`config.mk`:
```
export PLATFORM = sky130hd
export DESIGN_NAME = countdown_timer
export DESIGN_NICKNAME = d
export VERILOG_FILES = /design/src/rtl/countdown_timer.sv
export SDC_FILE = /design/constraint.sdc
export NUM_CORES = 1
export LEC_CHECK = 0
export CAP_MARGIN = 5
export CORE_MARGIN = 2
export CORE_UTILIZATION = 30
export CTS_BUF_LIST = sky130_fd_sc_hd__clkbuf_4 sky130_fd_sc_hd__clkbuf_8 sky130_fd_sc_hd__clkbuf_16
export DETAILED_ROUTE_END_ITERATION = 10
export RECOVER_POWER = 100
export SYNTH_ARGS = -nofsm -noshare
export SYNTH_HDL_FRONTEND = slang
export SYNTH_SLANG_ARGS = --single-unit
```
`constraint.sdc`:
```
create_clock -name clock -period 6.7 [get_ports clock]
set_clock_uncertainty 0.1 [all_clocks]
set_input_delay 1.34 -clock clock [delete_from_list [all_inputs] [get_ports clock]]
set_output_delay 1.34 -clock clock [all_outputs]
set_load 0.02 [all_outputs]
```
`src/rtl/countdown_timer.sv`:
```
// Two-digit game-round countdown timer. Counts a 0-99 value down once per
// CLOCKS_PER_TICK cycles while running and pulses expired when it reaches 0.
// hex_out drives the 7-segment decoder directly; 7'd127 blanks it.
module countdown_timer #(
    parameter int unsigned CLOCKS_PER_TICK = 50000000,
    parameter bit          BLANK_WHEN_IDLE = 1'b1
) (
    input  logic       clock,
    input  logic       reset,
    input  logic       load,
    input  logic [6:0] load_value,
    input  logic       start,
    input  logic       pause,
    output logic [6:0] hex_out,
    output logic       running,
    output logic       expired
);

    localparam int unsigned PresW = $clog2(CLOCKS_PER_TICK);
    localparam logic [PresW-1:0] TickLast = PresW'(CLOCKS_PER_TICK - 1);
    localparam logic [6:0] MaxCount = 7'd99;
    localparam logic [6:0] BlankCode = 7'd127;

    typedef enum logic [1:0] {
        StIdle,
        StRunning,
        StPaused,
        StExpired
    } state_e;

    state_e           state_q, state_d;
    logic [6:0]       count_q, count_d;
    logic [PresW-1:0] presc_q, presc_d;
    logic             expired_q, expired_d;

    // State registers with asynchronous reset.
    always_ff @(posedge clock or posedge reset) begin
        if (reset) begin
            state_q   <= StIdle;
            count_q   <= 7'd0;
            presc_q   <= '0;
            expired_q <= 1'b0;
        end else begin
            state_q   <= state_d;
            count_q   <= count_d;
            presc_q   <= presc_d;
            expired_q <= expired_d;
        end
    end

    // Next-state logic; load overrides everything, then pause, then start.
    always_comb begin
        state_d   = state_q;
        count_d   = count_q;
        presc_d   = presc_q;
        expired_d = 1'b0;

        if (load) begin
            // Any tick coinciding with load is dropped.
            count_d = (load_value > MaxCount) ? MaxCount : load_value;
            presc_d = '0;
            state_d = StIdle;
        end else begin
            unique case (state_q)
                StIdle: begin
                    if (start && (count_q != 7'd0)) begin
                        state_d = StRunning;
                        presc_d = '0;
                    end
                end
                StRunning: begin
                    if (pause) begin
                        // Freeze without applying a tick due this cycle.
                        state_d = StPaused;
                    end else if (presc_q == TickLast) begin
                        presc_d = '0;
                        if (count_q != 7'd0) begin
                            count_d = count_q - 7'd1;
                        end
                        if (count_q <= 7'd1) begin
                            state_d   = StExpired;
                            expired_d = 1'b1;
                        end
                    end else begin
                        presc_d = presc_q + PresW'(1);
                    end
                end
                StPaused: begin
                    // Prescaler is kept so the partial tick survives a pause.
                    if (start && !pause) begin
                        state_d = StRunning;
                    end
                end
                StExpired: begin
                    count_d = 7'd0;
                end
                default: begin
                    state_d = StIdle;
                end
            endcase
        end
    end

    // Outputs decoded from registered state only.
    always_comb begin
        hex_out = count_q;
        if ((state_q == StIdle) && BLANK_WHEN_IDLE) begin
            hex_out = BlankCode;
        end
        running = (state_q == StRunning);
        expired = expired_q;
    end

endmodule

```
== Yosys cells after proc, flatten, opt, wreduce, memory -nomap -nowiden ==
Cells that the tools add are included.

* Register bits after elaboration: 36
* Latch bits: 0
* RAM bits: 0
* ROM bits: 0
* Bits of input ports: 12
* Word-level logic and storage cells: 54
* Memories kept: 0

* Add/subtract/negate cells: 2
* Multipliers: 0
* Divide/modulo/power cells: 0
* $lt $le $gt $ge: 2
* Equality and inequality tests: 11
* Shift-type cells: 0
* Muxes and demuxes: 24
* Bitwise gates (word level): 0
* Reduce and logical (&&, ||, !) cells: 11

{| class="wikitable"
|+ Operator list
! kind !! number
|-
| $mux W26 || 4
|-
| $pmux W26 S2 || 1
|-
| $mux W7 || 6
|-
| $add A26 B1 Y26 const B || 1
|-
| $eq A26 B26 Y1 const B || 1
|-
| $pmux W7 S2 || 1
|-
| $mux W2 || 6
|-
| $ne A3 B3 Y1 const B || 3
|-
| $ne A4 B3 Y1 const B || 2
|-
| $gt A7 B7 Y1 const B || 1
|-
| $le A7 B1 Y1 const B || 1
|-
| $reduce_bool A7 Y1 || 1
|-
| $sub A7 B1 Y7 const B || 1
|-
| $ne A3 B2 Y1 const B || 2
|-
| $pmux W2 S3 || 1
|-
| $reduce_bool A3 Y1 || 2
|-
| $mux W1 || 5
|-
| $reduce_and A5 Y1 || 1
|-
| $eq A2 B2 Y1 const B || 2
|-
| $reduce_and A4 Y1 || 1
|-
| $reduce_bool A4 Y1 || 1
|-
| $reduce_and A3 Y1 || 1
|-
| $eq A2 B1 Y1 const B || 1
|-
| $logic_and A1 B1 Y1 || 2
|-
| other kinds (2) || 2
|}

== Longest topological paths before layout ==
Gate-level depths: netlist (run 1).

* Depth in word-level cells: 6
* Gate-level depth with buffers: 8
* Mapped depth without buffers: 6

== Worst setup path before layout (run 1) ==
No wires, ideal clock.

* Kind: input to register
* Start point: in load
* End point: reg presc_q[22]
* Library setup time: 0.082 ns
* Arrival: 2.730 ns
* Required time: 6.518 ns
* Setup slack: 3.788 ns
* Cell stages on the path: 7
* Path through: clkbuf_1 > nand2b_1 > clkbuf_1 > a211oi_2 > clkbuf_1 > a31oi_1 > a31oi_1

* Word-level cells in the longest chain between the ends: 2
* Elaborated cells on any way between the ends: 5

{| class="wikitable"
|+ Ends and longest elaborated chain
! element !! line !! source
|-
| start, declared || 10 || <nowiki>input logic load,</nowiki>
|-
| $ne A3 B3 Y1 (no source line) / $reduce_bool A3 Y1 (equally long branches) || -- ||
|-
| $reduce_and A3 Y1 (no source line) || -- ||
|-
| end signal, assigned || 46 || <nowiki>presc_q <= presc_d;</nowiki>
|-
| end, declared || 33 || <nowiki>logic [PresW-1:0] presc_q, presc_d;</nowiki>
|}

Several ways; a longest one is shown, not always the timed one.
A chain may end at the register's enable or synchronous reset.

== Worst setup path after layout (run 1) ==
* Start point: in load
* End point: reg presc_q[21]

Same word-level chain as after synthesis.

==> flow_summary.toml, run 1 <==
[power]
power-per-cell-area_nw_per_um2 = 186
peakVddDrop_uv = 57.1
leakage_nw = 1.04
comb_power_share = 0.184
switchingPower_w = 0.000147
power_frac_clock = 0.329
finalPower_w = 0.000479
p_seq_frac = 0.487
netSwitchingFraction = 0.306
internal_power_w = 0.000332

[placed_design]
port_buffers = 20
gp_congestion = 0.771
placed_cells = 361
hpwl_mm = 3.85

[worst_hold_path]
hold_class = "register to register"

[critical_path]
critical_path_class = "primary input to register"
critPathArrivalTime_ns = 4.56
path_max_fanout = 16
path_delay_family = "compound AO/OA/AOI/OAI gates"
cp_slowest_cell = "a211oi_1"
crit_path_end_kind = "register"
path_cells = "dlygate4sd3_1, nand2b_1, a211oi_1, a41oi_1, a31oi_1"
startpoint_type = "primary input"
slowest_delay_ns = 1.69
critPathRequiredTime_ns = 6.80
worst-path-buf-inv = 1

[floorplan]
initial_core_util = 0.310
core-area_um2 = 7210
dieArea_um2 = 8150
die_h_um = 90.3
pin_count = 21
fp-row-count = 31
die_x_um = 90.3

[final_layout]
regArea_um2 = 901
num-nets-final = 285
nFillCells = 773
stdcell_count = 369
n_antenna_cell = 0
multiInputGateArea_um2 = 1230
syn2layout_area_growth_pct = 15.5
drive_gt1_frac = 0.0667

[routing]
drt_iter0_drc = 113
vias_per_cell = 5.56
dr_total_vias = 2050
ant_nets = 0
wirelength_mm = 5.67
post_drt_wl_per_cell_um = 15.4
drcViolationCount = 0
first_pass_iters = 4

[global_route]
grt_pass1_vias = 1924
grt_start_max_net_pins = 37
grt_pass1_wl_mm = 9.62
grt_overflow = 0
antenna_found_initial = 0
track_usage = 0.144

[yosys]
synthTopCellsByCount = "36 x dfrtp_1, 20 x o21ai_0, 19 x nand2_1, 18 x a31oi_1, 18 x nand3_1"
syn_area_per_cell_um2 = 8.83
yosys.area.top_type = "dfrtp_1"
yosys_warnings = 0
synth_area_um2 = 2230
synth.most_common_cell = "dfrtp_1"
syn_inst = 253
async_flop_share = 1.00
seq_area_frac_synth = 0.403
ys_types = 47
synth_nets = 269
synth_ff_type = "dfrtp_1"
synth_top_area_share = 0.403
synth_edf_count = 0
synth_area_leaders = "dfrtp_1 40%, a31oi_1 5.0%, o21ai_0 4.5%"
synth-seq-cells = 36

[sta]
worst_pin_slew_ns = 2.11
final.setup.tns_ns = 0
setup_viol = 0
finalMaxSlewViolations = 54
finalHoldViolations = 0
period_share = 0.666
rsz0062_at_grt = "false"
fin_crit_ns = 4.46
fmax_mhz = 224
max-slew-margin-rel = -0.414

[clock_tree]
post_cts_resized = 0
clock_latency_ns = 0.30
post_cts_buffers = 0
cts_tree = "done"
cts_made_buffers = 5
clockBufferDepth = 2
cts_root_buffer = "clkbuf_8"
ctsHoldBuffers = 0
htreeDepth = 2
clk_pin_slew_ns = 0.08
cts.sinks = 36

[outcome]
violations = "capacitance limit, slew limit"
status = "complete, but fails checks"

[job]
max_cap_violations = 2
## stage by stage
stage | util | hold WS [ns] | setup WS, ns | instance area (µm²)
after floorplan | - | 0.352 | 3.79 | 2230
after global placement | 0.347 | 0.367 | 2.90 | 2510
after detailed placement | 0.347 | 0.389 | 2.85 | 2510
after CTS | 0.360 | 0.403 | 3.14 | 2590
after global routing | 0.357 | 0.433 | 2.07 | 2580
final | 0.357 | 0.410 | 2.24 | 2580
## logic make-up after synthesis
group           after synthesis  synth area share
compound gates               88             0.273
fa+ha+maj                     4            0.0224
buf+inv                      21            0.0415
flops                        36             0.403
mux                           3            0.0134
simple gates                101             0.246
## per-layer routing
layer  track usage  up-vias  routed length (µm)
met2         0.213       49                2450
met4        0.0474        0                  75
li1              -      999                   -
met1         0.207      993                2920
met5             0        -                   0
met3        0.0317        9                 229
## cell type report
cell class,instances,area share
multi-input cells,196,0.476
flip-flops and latches,36,0.349
repair buffers,21,0.0791
well taps,99,0.0480
clock buffers,5,0.0267
inverters,9,0.0131
clock inverters,3,0.00728
## worst register-to-register path, stage by stage (launching register included)
cell and delay (ns):
dfrtp_1 0.45, ha_1 0.26, nand3_1 0.20, nor4_1 0.16, a211oi_1 1.69, a41oi_1 0.32
a31oi_1 0.26
## final timing paths
| path | startpoint | endpoint | slack, ns | depth (start not counted) |
|---|---|---|---|---|
| hold reg to reg | presc_q[15] | presc_q[15] | 0.41 | 1 |
| setup reg to reg | presc_q[0] | presc_q[21] | 3.18 | 6 |
| max in group asynchronous | reset | presc_q[24] | 3.21 | 3 |
| setup / recovery | load | presc_q[21] | 2.24 | 5 |
| hold / removal | presc_q[15] | presc_q[15] | 0.41 | 1 |
| min in group asynchronous | reset | state_q[0] | 2.11 | 3 |
## cells in the final DEF, fill, tap and decap left out, types with 2 or more instances in the layout
| cell | instances |
|---|---|
| nand4_1 | 7 |
| clkinv_2 | 2 |
| a22o_1 | 4 |
| nand2_1 | 19 |
| nor2_1 | 17 |
| clkbuf_8 | 5 |
| mux2i_1 | 3 |
| nand3_1 | 18 |
| clkdlybuf4s50_1 | 8 |
| or4_1 | 2 |
| a41oi_1 | 5 |
| and4_1 | 2 |
| o21ai_0 | 20 |
| nor4_1 | 5 |
| nor3_1 | 7 |
| a21oi_1 | 10 |
| o22a_1 | 2 |
| o311a_1 | 4 |
| a31o_2 | 4 |
| ha_1 | 4 |
| dfrtp_1 | 36 |
| inv_1 | 9 |
| dlygate4sd3_1 | 12 |
| and2_1 | 3 |
| nand2b_1 | 6 |
| a21o_1 | 8 |
| or2_2 | 4 |
| nor2b_1 | 3 |
| and3_1 | 4 |
| a31oi_1 | 18 |
## registers in the layout (all words and copies together), names as in the netlist
signal / cells
count_q: 7
presc_q: 26
expired: 1
state_q: 2
## power by group through the flow
stage	registers (W)	logic [W]	clock network, W
6_report	0.000233	0.0000880	0.000158
5_1_grt	0.000235	0.0000983	0.000171
4_1_cts	0.000233	0.0000920	0.000162
3_5_place_dp	0.000237	0.0000916	0
3_3_place_gp	0.000237	0.0000904	0
2_1_floorplan	0.000234	0.0000609	0
Note: power is estimated with default switching activity, not from simulation.
==> run 2: changes to the inputs <==
clock period = 3.6 ns   (was 6.7 ns; I/O delays follow)
==> run 2 against run 1 <==
The flow now finishes without violations. Register-to-register slack lost 2.2 ns. Via count shrank 2.1%. Core utilization grew 0.64 points. Routed wire length shrank 3.5%. Highest routed layer unchanged.
==> flow_summary.toml, run 2 (synthesized netlist as in run 1, its figures left out) <==
[clock_tree]
cts_made_buffers = 5
post_cts_buffers = 0
post_cts_resized = 0
cts.sinks = 36
ctsHoldBuffers = 0
clock_latency_ns = 0.29
clk_pin_slew_ns = 0.07
cts_root_buffer = "clkbuf_8"
clockBufferDepth = 2
cts_tree = "done"
htreeDepth = 2

[floorplan]
core-area_um2 = 7210
pin_count = 21
fp-row-count = 31
dieArea_um2 = 8150
initial_core_util = 0.310
die_x_um = 90.3
die_h_um = 90.3

[final_layout]
regArea_um2 = 901
n_antenna_cell = 0
most-common-layout-cells = "36 x dfrtp_1, 20 x o21ai_0, 19 x nand2_1, 18 x nand3_1, 18 x a31oi_1"
nFillCells = 768
reg.largest.list = "presc_q: 26 flops, count_q: 7 flops, state_q: 2 flops"
num-nets-final = 291
final_util = 0.364
drive_gt1_frac = 0.0761
largest_register = "presc_q"
multiInputGateArea_um2 = 1230
layout_commonest_cell = "dfrtp_1"
largest_reg_flops = 26
fin_area_um2 = 2630
stdcell_count = 375
syn2layout_area_growth_pct = 17.5

[global_route]
grt_pass1_wl_mm = 9.38
track_usage = 0.140
antenna_found_initial = 0
grt_start_max_net_pins = 23
grt_pass1_vias = 1864
grt_overflow = 0

[critical_path]
worst-path-buf-inv = 2
crit_path_end_kind = "register"
path_cells = "dlygate4sd3_1, nand2b_1, a211oi_1, clkbuf_1, a41oi_1, a31oi_1"
path_max_fanout = 16
slowest_delay_ns = 0.68
path_delay_family = "buffers and inverters"
ff2ff_path_depth = 5
rrSetupSlack_ns = 1.00
critPathArrivalTime_ns = 2.97
startpoint_type = "primary input"
cp_slowest_cell = "dlygate4sd3_1"
r2r-end = "count_q[5]"
critical_path_class = "primary input to register"
reg2reg_from = "presc_q[9]"
critPathRequiredTime_ns = 3.71

[sta]
worst_pin_slew_ns = 0.897
max-slew-margin-rel = 0.401
final.setup.tns_ns = 0
finalHoldViolations = 0
setup_viol = 0
setup_ws_ns = 0.740
finalMaxSlewViolations = 0
rsz0062_at_grt = "false"
fmax_mhz = 350
fin_crit_ns = 2.86
period_share = 0.794

[worst_hold_path]
min_from = "presc_q[15]"
min_to = "presc_q[15]"
min_path_cells = 1
hold_class = "register to register"

[routing]
drcViolationCount = 0
ant_nets = 0
vias_per_cell = 5.35
dr_total_vias = 2007
first_pass_iters = 4
drt_iter0_drc = 112
wirelength_mm = 5.47
post_drt_wl_per_cell_um = 14.6

[power]
power-per-cell-area_nw_per_um2 = 351
leakage_nw = 1.07
peakVddDrop_uv = 154

[placed_design]
place_area_um2 = 2550
place_ws_ns = 0.870
hpwl_mm = 3.84
gp_congestion = 0.814
placed_cells = 367
port_buffers = 20

[outcome]
status = "finished clean"

[job]
max_cap_violations = 0
## run 2: cell types whose count changed in the layout (fill, tap and decap cells not counted), sizes merged
cell    before  now
clkinv       3    0
clkbuf       6   12
buf          0    3
## run 2: through the flow
stage	total power, W	hold WS (ns)
after floorplan	0.000549	0.352
after global placement	0.000614	0.378
after detailed placement	0.000616	0.380
after CTS	0.000941	0.392
after global routing	0.000974	0.415
final	0.000921	0.390
## run 2: worst max-delay path by stage
| stage | slack (ns) | end | startpoint | cells past startpoint |
|---|---|---|---|---|
| after global routing | 0.52 | presc_q[23] | load | 6 |
| after global placement | 0.89 | presc_q[14] | load | 5 |
| after floorplan | 1.31 | presc_q[22] | load | 7 |
| after detailed placement | 0.87 | presc_q[14] | load | 5 |
| after CTS | 0.87 | hex_out[3] | state_q[0] | 3 |
| final | 0.74 | presc_q[23] | load | 6 |
## run 2: layout make-up
| cell class | count | share of cell area |
|---|---|---|
| timing repair buffer | 27 | 0.0906 |
| tap | 99 | 0.0472 |
| multi-input combinational | 196 | 0.469 |
| inverter | 9 | 0.0129 |
| sequential | 36 | 0.343 |
| clock buffer | 8 | 0.0372 |
## run 2: where the power goes
group	switching [W]	total, W	internal, W
clock	0.000150	0.000321	0.000171
combinational	0.0000968	0.000166	0.0000689
sequential	0.0000179	0.000434	0.000416
## run 2: metal layers
layer | vias to the layer above | wire length, µm | global-route usage
met2 | 38 | 2460 | 0.220
met4 | 0 | 48 | 0.0372
li1 | 1014 | - | -
met5 | - | 0 | 0
met3 | 4 | 250 | 0.0451
met1 | 951 | 2710 | 0.187
==> run 3: changes to the inputs <==
clock period = 2.65 ns   (was 3.6 ns; I/O delays follow)
==> run 3 against run 2 <==
Combinational power rose by 39%. Worst setup slack worse by 0.58 ns. Register-to-register slack got worse by 0.83 ns. Critical path depth shrank 3. Flip-flop and latch count stayed put. Clock power is 27% higher. Hold slack improved by 0.0058 ns. Design area increased by 1.2%.
==> flow_summary.toml, run 3 (synthesized netlist as in run 1, its figures left out) <==
[sta]
setup_ws_ns = 0.161
setup_viol = 0
period_share = 0.939
final.setup.tns_ns = 0
finalHoldViolations = 0
finalMaxSlewViolations = 0
max-slew-margin-rel = 0.386
rsz0062_at_grt = "false"
worst_pin_slew_ns = 0.921
fin_crit_ns = 2.49
fmax_mhz = 402

[placed_design]
hpwl_mm = 3.94
gp_congestion = 0.802
place_ws_ns = 0.154
port_buffers = 20

[power]
leakage_nw = 1.10
power-per-cell-area_nw_per_um2 = 463
peakVddDrop_uv = 157

[final_layout]
layout_commonest_cell = "dfrtp_1"
nFillCells = 773
syn2layout_area_growth_pct = 18.9
largest_reg_flops = 26
largest_register = "presc_q"
most-common-layout-cells = "36 x dfrtp_1, 20 x o21ai_0, 19 x nand2_1, 18 x nand3_1, 18 x a31oi_1"
drive_gt1_frac = 0.108
n_antenna_cell = 0
reg.largest.list = "presc_q: 26 flops, count_q: 7 flops, state_q: 2 flops"
num-nets-final = 294

[clock_tree]
cts.sinks = 36
post_cts_buffers = 0
clock_latency_ns = 0.29
htreeDepth = 2
cts_tree = "done"
clk_pin_slew_ns = 0.07
cts_root_buffer = "clkbuf_8"
clockBufferDepth = 2
cts_made_buffers = 5

[critical_path]
path_max_fanout = 10
ff2ff_path_depth = 6
rrSetupSlack_ns = 0.17
r2r-end = "presc_q[15]"
critical_path_class = "register to primary output"
reg2reg_from = "presc_q[9]"
slowest_delay_ns = 0.65
critPathArrivalTime_ns = 1.86
cp_slowest_cell = "dlygate4sd3_1"
startpoint_type = "register"
crit_path_end_kind = "primary output"
path_cells = "nor2_2, or2_2, dlygate4sd3_1"
critPathRequiredTime_ns = 2.02

[worst_hold_path]
min_to = "presc_q[15]"
hold_class = "register to register"
min_from = "presc_q[15]"
min_path_cells = 1

[routing]
ant_nets = 0
dr_total_vias = 2067
vias_per_cell = 5.47
first_pass_iters = 4
drcViolationCount = 0
post_drt_wl_per_cell_um = 14.9
wirelength_mm = 5.63
drt_iter0_drc = 141

[outcome]
status = "finished clean"

[job]
max_cap_violations = 0

[global_route]
track_usage = 0.144
grt_pass1_wl_mm = 9.63
grt_pass1_vias = 1981
grt_start_max_net_pins = 37
antenna_found_initial = 0
grt_overflow = 0

[floorplan]
pin_count = 21
fp-row-count = 31
die_x_um = 90.3
die_h_um = 90.3
dieArea_um2 = 8150
initial_core_util = 0.310
core-area_um2 = 7210
run 3: worst max-delay path: cells and delay by family (launching register included):
family                 cells  cell delay, ns
buffers and inverters      1            0.65
and+or+nand+nor            2            0.40
DFF                        1            0.51
run 3: cell type report:
cell class / count / area [µm²] / share of cell area
sequential: 36 / 901 / 0.339
timing repair buffer: 30 / 268 / 0.101
clock inverter: 2 / 10.0 / 0.00377
inverter: 9 / 33.8 / 0.0127
clock buffer: 6 / 82.6 / 0.0311
multi-input combinational: 196 / 1240 / 0.466
tap: 99 / 124 / 0.0466
run 3: worst max-delay path by stage:
stage	from	endpoint	slack (ns)
global placement	presc_q[9]	presc_q[25]	0.15
finish	state_q[1]	hex_out[3]	0.16
global route	presc_q[9]	presc_q[15]	0.05
CTS	state_q[1]	hex_out[4]	0.11
floorplan	state_q[1]	presc_q[22]	0.42
detailed placement	presc_q[9]	presc_q[25]	0.15
run 3: stage by stage:
step | instances | area, µm² | power [W] | hold WS [ns] | util
2_1_floorplan | 253 | 2230 | 0.000746 | 0.352 | -
3_3_place_gp | 370 | 2570 | 0.000836 | 0.376 | 0.357
3_5_place_dp | 370 | 2570 | 0.000840 | 0.387 | 0.357
5_1_grt | 378 | 2660 | 0.00130 | 0.432 | 0.368
6_report | 378 | 2660 | 0.00123 | 0.396 | 0.368
4_1_cts | 378 | 2670 | 0.00125 | 0.397 | 0.370
run 3: timing repair:
item	CTS	global route
resized for setup	0	1
hold buffers	0	0
setup endpoints to repair	0	1
run 3: metal layers:
layer | up-vias | routed length, µm | track usage
li1 | 1017 | - | -
met1 | 1009 | 2760 | 0.187
met2 | 35 | 2600 | 0.236
met3 | 6 | 196 | 0.0359
met4 | 0 | 71 | 0.0449
met5 | - | 0 | 0
run 3: report_power, final:
group / total [W] / switching [W] / internal (W)
combinational: 0.000231 / 0.000132 / 0.0000985
sequential: 0.000591 / 0.0000261 / 0.000565
clock: 0.000409 / 0.000202 / 0.000207
total: 0.00123 / 0.000360 / 0.000871
